## src/rtl/ram64_arbiter.sv

```systemverilog
// Two-port round-robin arbiter/sequencer in front of a 64x16 single-port RAM.
// Define RAM64_ARB_FIXED_PRIO_EN to make port A always win contention.
module ram64_arbiter #(
    parameter int ADDR_W    = 6,
    parameter int DATA_W    = 16,
    parameter bit INIT_PRIO = 1'b0
) (
    input  logic              clk,
    input  logic              rst_n,
    input  logic              a_req,
    input  logic              a_we,
    input  logic [ADDR_W-1:0] a_addr,
    input  logic [DATA_W-1:0] a_wdata,
    output logic              a_gnt,
    output logic              a_done,
    output logic [DATA_W-1:0] a_rdata,
    input  logic              b_req,
    input  logic              b_we,
    input  logic [ADDR_W-1:0] b_addr,
    input  logic [DATA_W-1:0] b_wdata,
    output logic              b_gnt,
    output logic              b_done,
    output logic [DATA_W-1:0] b_rdata,
    output logic              mem_e,
    output logic [ADDR_W-1:0] mem_addr,
    output logic              mem_w,
    output logic              mem_r,
    output logic [DATA_W-1:0] mem_din,
    input  logic [DATA_W-1:0] mem_dout
);

    typedef enum logic [1:0] {IDLE, ACCESS, RESP} state_t;

    state_t state;
    logic   win_b;   // 1 = port B owns the current access
    logic   pick_b;

`ifdef RAM64_ARB_FIXED_PRIO_EN
    assign pick_b = b_req && !a_req;
`else
    logic prio;      // 1 = B wins the next contention
    assign pick_b = b_req && (!a_req || prio);
`endif

    // mem_addr/mem_din double as the latched command; they only matter while mem_e is high.
    // NOTE: all state and outputs use non-blocking assignments so every register samples pre-edge values.
    always_ff @(posedge clk or negedge rst_n) begin
        if (!rst_n) begin
            state    <= IDLE;
`ifndef RAM64_ARB_FIXED_PRIO_EN
            prio     <= INIT_PRIO;
`endif
            win_b    <= 1'b0;
            a_gnt    <= 1'b0;
            b_gnt    <= 1'b0;
            a_done   <= 1'b0;
            b_done   <= 1'b0;
            a_rdata  <= '0;
            b_rdata  <= '0;
            mem_e    <= 1'b0;
            mem_w    <= 1'b0;
            mem_r    <= 1'b0;
            mem_addr <= '0;
            mem_din  <= '0;
        end else begin
            case (state)
                IDLE: begin
                    if (a_req || b_req) begin
                        win_b    <= pick_b;
                        mem_addr <= pick_b ? b_addr  : a_addr;
                        mem_din  <= pick_b ? b_wdata : a_wdata;
                        mem_w    <= pick_b ? b_we    : a_we;
                        mem_r    <= pick_b ? !b_we   : !a_we;
                        mem_e    <= 1'b1;
                        a_gnt    <= !pick_b;
                        b_gnt    <= pick_b;
                        state    <= ACCESS;
                    end
                end
                ACCESS: begin
                    // mem_r is only high for a read, so an idle RAM's x output is never captured
                    if (mem_r) begin
                        if (win_b) b_rdata <= mem_dout;
                        else       a_rdata <= mem_dout;
                    end
                    mem_e  <= 1'b0;
                    mem_w  <= 1'b0;
                    mem_r  <= 1'b0;
                    a_gnt  <= 1'b0;
                    b_gnt  <= 1'b0;
                    a_done <= !win_b;
                    b_done <= win_b;
                    state  <= RESP;
                end
                RESP: begin
                    a_done <= 1'b0;
                    b_done <= 1'b0;
`ifndef RAM64_ARB_FIXED_PRIO_EN
                    prio   <= !win_b;
`endif
                    state  <= IDLE;
                end
                default: state <= IDLE;
            endcase
        end
    end

endmodule

```

## config.mk

```make
export PLATFORM = sky130hd
export DESIGN_NAME = ram64_arbiter
export DESIGN_NICKNAME = d
export VERILOG_FILES = /design/src/rtl/ram64_arbiter.sv
export SDC_FILE = /design/constraint.sdc
export NUM_CORES = 1
export LEC_CHECK = 0
export ABC_AREA = 0
export CAP_MARGIN = 20
export CORE_ASPECT_RATIO = 0.75
export CORE_MARGIN = 4
export CORE_UTILIZATION = 45
export CTS_CLUSTER_DIAMETER = 100
export DETAILED_ROUTE_END_ITERATION = 6
export PLACE_DENSITY = 0.95
export SYNTH_ARGS = -nofsm -noshare
export SYNTH_HDL_FRONTEND = slang
export SYNTH_SLANG_ARGS = --single-unit
```

## constraint.sdc

```tcl
create_clock -name clk -period 2.6 [get_ports clk]
set_clock_uncertainty 0.05 [all_clocks]
set_input_delay 0.39 -clock clk [delete_from_list [all_inputs] [get_ports clk]]
set_output_delay 0.39 -clock clk [all_outputs]
set_load 0.02 [all_outputs]
```

==> flow_metrics.py <==
metrics = {
    "pwr": {
        "switchingPower_w": 0.00209,
        "p_comb_share_pct": 52.0,
        "clockPowerShare_pct": 14.9,
        "ir_drop_uv": 726,
        "seqPwrFrac_pct": 33.1,
        "p_per_area_mw_per_mm2": 1270,
        "p_int_w": 0.00339,
        "fin_total_pwr_w": 0.00548,
        "p_sw_share_pct": 38.2,
        "power.leakage_nw": 1.78,
    },
    "clock_tree": {
        "clockRootBuffer": "clkbuf_8",
        "clock_sinks": 65,
        "path_clk_slew_ns": 0.07,
        "post_cts_resized": 0,
        "post_cts_buffers": 0,
        "cts_max_level": 3,
        "tritoncts": "built",
        "clockBufferDepth": 2,
        "clk_latency_ns": 0.32,
        "cts_buffers": 9,
        "hold_buffers": 0,
    },
    "place": {
        "pre_cts_ws_ns": 0.457,
        "gp_congestion": 0.761,
        "hpwl_um": 5900,
        "io_buffers": 126,
        "placedCellCount": 441,
    },
    "timing": {
        "tightest_slew_ns": 0.771,
        "final_hold_viol_count": 0,
        "min_period_over_period_pct": 71.2,
        "fmax_mhz": 540,
        "setup-violations-final": 0,
        "slew_headroom_pct": 48.6,
        "slew_viol_final": 0,
        "setup_slack_ns": 0.749,
        "fin_crit_ns": 1.85,
        "fin_tns_setup_ns": 0,
        "rsz0062_at_grt": "no",
    },
    "synth": {
        "synth_top_area_share_pct": 58.0,
        "avgSynthCellArea_um2": 11.4,
        "ys_seq_area_share_pct": 58.0,
        "synth_area_leaders": "dfrtp_1 58%, mux2_2 14%, a31oi_1 4.9%",
        "synth_area_mm2": 0.00280,
        "synth_nets": 317,
        "synth_seq_cells": 65,
        "synth_cell_types": 29,
        "synth_warnings": 0,
        "synthCells": 247,
        "synth_top_area_cell": "dfrtp_1",
    },
    "die": {
        "start_util_pct": 47.4,
        "ioPinCount": 127,
        "fp.coreArea_mm2": 0.00592,
        "die-area_mm2": 0.00757,
        "dieWidth_um": 99.2,
        "fp-row-count": 24,
        "die-height_um": 76.4,
    },
    "detailed_routing": {
        "dr.pass1.iters": 4,
        "antenna_left": 0,
        "wire_per_inst_um": 17.6,
        "routed_wl_um": 8040,
        "maxUsedRoutingLayer": "met4",
        "vias": 2484,
        "routed_via_density": 5.44,
        "drtIter0Drc": 174,
        "met2WireLength_um": 3940,
        "dr_wl_met3_um": 715,
        "drcViolationCount": 0,
        "m1WireLength_um": 3240,
    },
    "global_route": {
        "grt.total_usage_pct": 21.6,
        "grt_pass1_wl_um": 13100,
        "antenna_found_initial": 0,
        "grt_max_degree": 37,
        "overflow": 0,
        "grt_pass1_vias": 2571,
    },
    "critical_path": {
        "required_ns": 2.81,
        "cp_max_fo": 26,
        "cp.arrival_ns": 2.06,
        "critPathLaunchType": "input pin",
        "critPathCaptureType": "flip-flop",
        "cp_slowest_cell": "or4_1",
        "crit_path_max_incr_delay_ns": 0.59,
        "path_cells": "clkdlybuf4s50_1 > and2b_1 > or4_1 > nand3_1",
        "critPathKind": "input pin to flip-flop",
        "regToRegStartpoint": "state[1]",
        "cp-startpoint": "a_req",
        "path_buf_inv": 1,
        "path_delay_family": "simple AND/OR/NAND/NOR gates",
    },
    "layout": {
        "diodes": 0,
        "drive_gt1_share_pct": 15.6,
        "fin_util_pct": 73.2,
        "layoutNonFillerInstCount": 457,
        "layout_common_cells": "125 x clkdlybuf4s50_1, 65 x dfrtp_1, 34 x mux2_2, 27 x o21ai_0, 27 x nor2_1",
        "syn_to_final_growth_pct": 54.5,
        "fin_nets": 444,
        "mostFrequentLayoutCell": "clkdlybuf4s50_1",
    },
    "run_status": {
        "status": "complete, no violations",
    },
    "hold_path": {
        "worstHoldPathType": "input pin to asynchronous set/reset pin",
    },
    "flow_run": {
        "cap_violations": 0,
    },
}
cell usage after synthesis (all sizes together):
cell type / n
a21boi: 1
a21oi: 23
a31oi: 22
and2b: 1
buf: 8
clkbuf: 8
dfrtp: 65
ha: 4
inv: 6
mux2: 34
mux2i: 1
nand2: 5
nand2b: 1
nand3: 3
nand3b: 2
nor2: 27
nor3b: 1
o2111ai: 1
o211ai: 1
o21a: 1
o21ai: 30
o41ai: 1
or4: 1
state kept, by name, summed over array words and instances, names as in the netlist, 2 cells and up:
signal,count
mem_addr,6
mem_din,16
state,2
a_rdata,16
b_rdata,16
stage by stage:
step	instance area, µm²	hold WS [ns]
2_1_floorplan	2800	0.0444
3_3_place_gp	4140	0.404
3_5_place_dp	4140	0.424
4_1_cts	4330	0.0679
5_1_grt	4330	0.104
6_report	4330	0.0519
routing by layer:
layer  vias to the layer above  GRT usage, %
met3                        16          7.87
met4                         0          6.28
li1                       1139             -
met5                         -             0
met2                       128          34.8
met1                      1201          27.4
final timing paths:
path | end | slack (ns) | depth (start not counted)
setup / recovery | mem_w | 0.75 | 4
hold / removal | win_b | 0.05 | 1
setup reg to reg | b_rdata[15] | 0.77 | 4
hold reg to reg | b_rdata[10] | 0.45 | 1
max in group asynchronous | b_rdata[4] | 1.81 | 2
min in group clk | b_rdata[10] | 0.45 | 1
final cells by class:
| class | count | area (µm²) |
|---|---|---|
| fillers | 431 | 1580 |
| inverters | 6 | 22.5 |
| clock inverters | 3 | 40.0 |
| clock buffers | 13 | 149 |
| multi-input cells | 160 | 1080 |
| well taps | 78 | 97.6 |
| repair buffers | 132 | 1310 |
| flip-flops and latches | 65 | 1630 |
kinds of logic (layout without fill, tap and decap cells):
group                    count (synthesis)  in the layout  synth area share (%)
buffers and inverters                   22            154                  3.39
AO/OA/AOI/OAI                           80             80                  15.9
adder cells (fa/ha/maj)                  4              4                  1.78
AND/OR/NAND/NOR                         41             41                  6.87
multiplexers                            35             35                  14.0
flip-flops                              65             65                  58.0
power by group through the flow:
stage	Clock, W	Combinational, W	Sequential [W]
after floorplan	0	0.000916	0.00238
after detailed placement	0	0.00284	0.00183
final	0.000816	0.00285	0.00181
after global routing	0.000887	0.00305	0.00187
after global placement	0	0.00278	0.00179
after CTS	0.000835	0.00287	0.00182
Power figures use the tool's default switching activity.
==> patch: new RTL, same flow settings <==
Build with the macro `RAM64_ARB_FIXED_PRIO_EN` defined.
--- a/src/rtl/ram64_arbiter.sv
+++ b/src/rtl/ram64_arbiter.sv
@@ -1,5 +1,7 @@
 // Two-port round-robin arbiter/sequencer in front of a 64x16 single-port RAM.
 // Define RAM64_ARB_FIXED_PRIO_EN to make port A always win contention.
+`define RAM64_ARB_FIXED_PRIO_EN
+
 module ram64_arbiter #(
     parameter int ADDR_W    = 6,
     parameter int DATA_W    = 16,
Behaviour: not the same (a bounded check fails within 10 cycles, from zero or initial values and one cycle with rst_n low).
==> patch against the unedited design <==
Wire length fell by 19%. Utilization shrank 0.26 points. Critical path depth down 3. Die area fell by 1.4%. Setup slack improved by 0.75 ps. Sequential cell count fell by 1. Synthesized area decreased by 1.5%. Design area down 0.87%. Total power shrank 3.1%. Critical path type is now reg -> out. Critical endpoint is now mem_r.
==> patch: results (changes against the unedited design) <==
outcome=completed; # setup viols final=0 (unchanged); post-synth cell types=26 (-10%); slowest cell delay on critical path=650 ps (+60 ps); DRT iter0 DRCs=34 (-80%); Pleak=1.92 nW (+7.7%); Max stage delay cell, worst path=clkdlybuf4s50_1; placed cell area=0.00409 sq mm (-1.3%); post-synthesis net count=281 (-11%); Clk pin slew, worst setup/hold paths=60 ps; Power Dens Cells=1240 mW/mm^2 (-2.3%); Slew @ Worst Pin=718 ps (-53.1 ps); Seq/Total Area, Yosys=58.0% (about the same); largest net degree at the start of global routing=45 (+22%); via-per-instance ratio=4.89 (-10%); TritonCTS buffer count=9 (unchanged); Setup WS pre-CTS=543 ps (+86.2 ps); number of global-route vias before repair=2,293 (-11%); CP top delay family=buffers and inverters; Critical Path Fanout Max=4 (-85%); aggregate global-route resource usage=18.5% (-3.1 points); RePlAce Congestion=0.792 (+4.0%); Fill cells=418 (-3.0%); HPWL Detailed=5020 microns (-15%); first-pass GRT wire length=10,700 microns (-18%); CP required=2160 ps (-650 ps); Final Hold Vio Count=0 (unchanged); Commonest cells post-synth=dfrtp_1 (64), mux2_2 (32), nand2_1 (24); port buffer count=126 (unchanged); worst skew pair latency=320 ps (about the same); HP Class=in -> async; Total Wirelength=6530 microns (-19%); switching pwr=1.96 mW (-6.5%); nets@finish=412 (-7.2%); Peak VDD IR=0.000561 V (-23%); R2R cell count=4 (unchanged); Max H-tree Level=3 (unchanged); Area contributors post-synth=dfrtp_1 (58%), mux2_2 (13%), mux2i_1 (8.0%), o21ai_1 (3.4%), nand2_1 (3.3%); share of cells above drive strength 1=17.1% (+1.5 points)
## patch: kinds of logic after synthesis
family / share of synthesized area [%]
adder cells (fa/ha/maj): 2.27
buffers and inverters: 3.40
AND/OR/NAND/NOR: 6.25
multiplexers: 22.4
AO/OA/AOI/OAI: 7.70
flip-flops: 58.0
## patch: metal layers
metal	global-route usage, %	share of wire [%]	routed length (microns)	vias to the layer above
li1	-	-	-	999
met1	20.0	40	2600	988
met2	33.4	50	3280	84
met3	8.51	9.6	625	2
met4	5.30	0.26	17	0
met5	0	0	0	-
## patch: through the flow
step | total power, mW | util, % | cells
2_1_floorplan | 3.19 | - | 210
3_3_place_gp | 4.41 | 69.5 | 408
3_5_place_dp | 4.50 | 69.5 | 408
4_1_cts | 5.38 | 73.0 | 424
5_1_grt | 5.65 | 73.0 | 424
6_report | 5.31 | 73.0 | 424
## patch: final timing paths
| check | slack [ps] | to | from |
|---|---|---|---|
| setup / recovery | 750 | mem_r | mem_r$_DFFE_PN0P_ |
| hold / removal | 70 | b_rdata[0]$_DFFE_PN0P_ | rst_n |
| setup reg to reg | 750 | b_rdata[7]$_DFFE_PN0P_ | state[1]$_DFFE_PN0P_ |
| hold reg to reg | 440 | mem_din[14]$_DFFE_PN0P_ | mem_din[14]$_DFFE_PN0P_ |
| max in group asynchronous | 1810 | a_rdata[1]$_DFFE_PN0P_ | rst_n |
| min in group clk | 440 | mem_din[14]$_DFFE_PN0P_ | mem_din[14]$_DFFE_PN0P_ |
## patch: area by class of cell
class	instances	area share, %
clock inverter	5	1.28
sequential	64	37.3
inverter	5	0.437
clock buffer	11	3.53
timing repair buffer	129	30.4
multi-input combinational	132	24.8
tap	78	2.27
## patch: power groups by stage
stage	Combinational [mW]	Sequential [mW]	Clock (mW)
floorplan	0.835	2.36	0
detailed placement	2.70	1.80	0
global route	2.87	1.86	0.926
global placement	2.64	1.77	0
CTS	2.71	1.79	0.884
finish	2.67	1.78	0.856
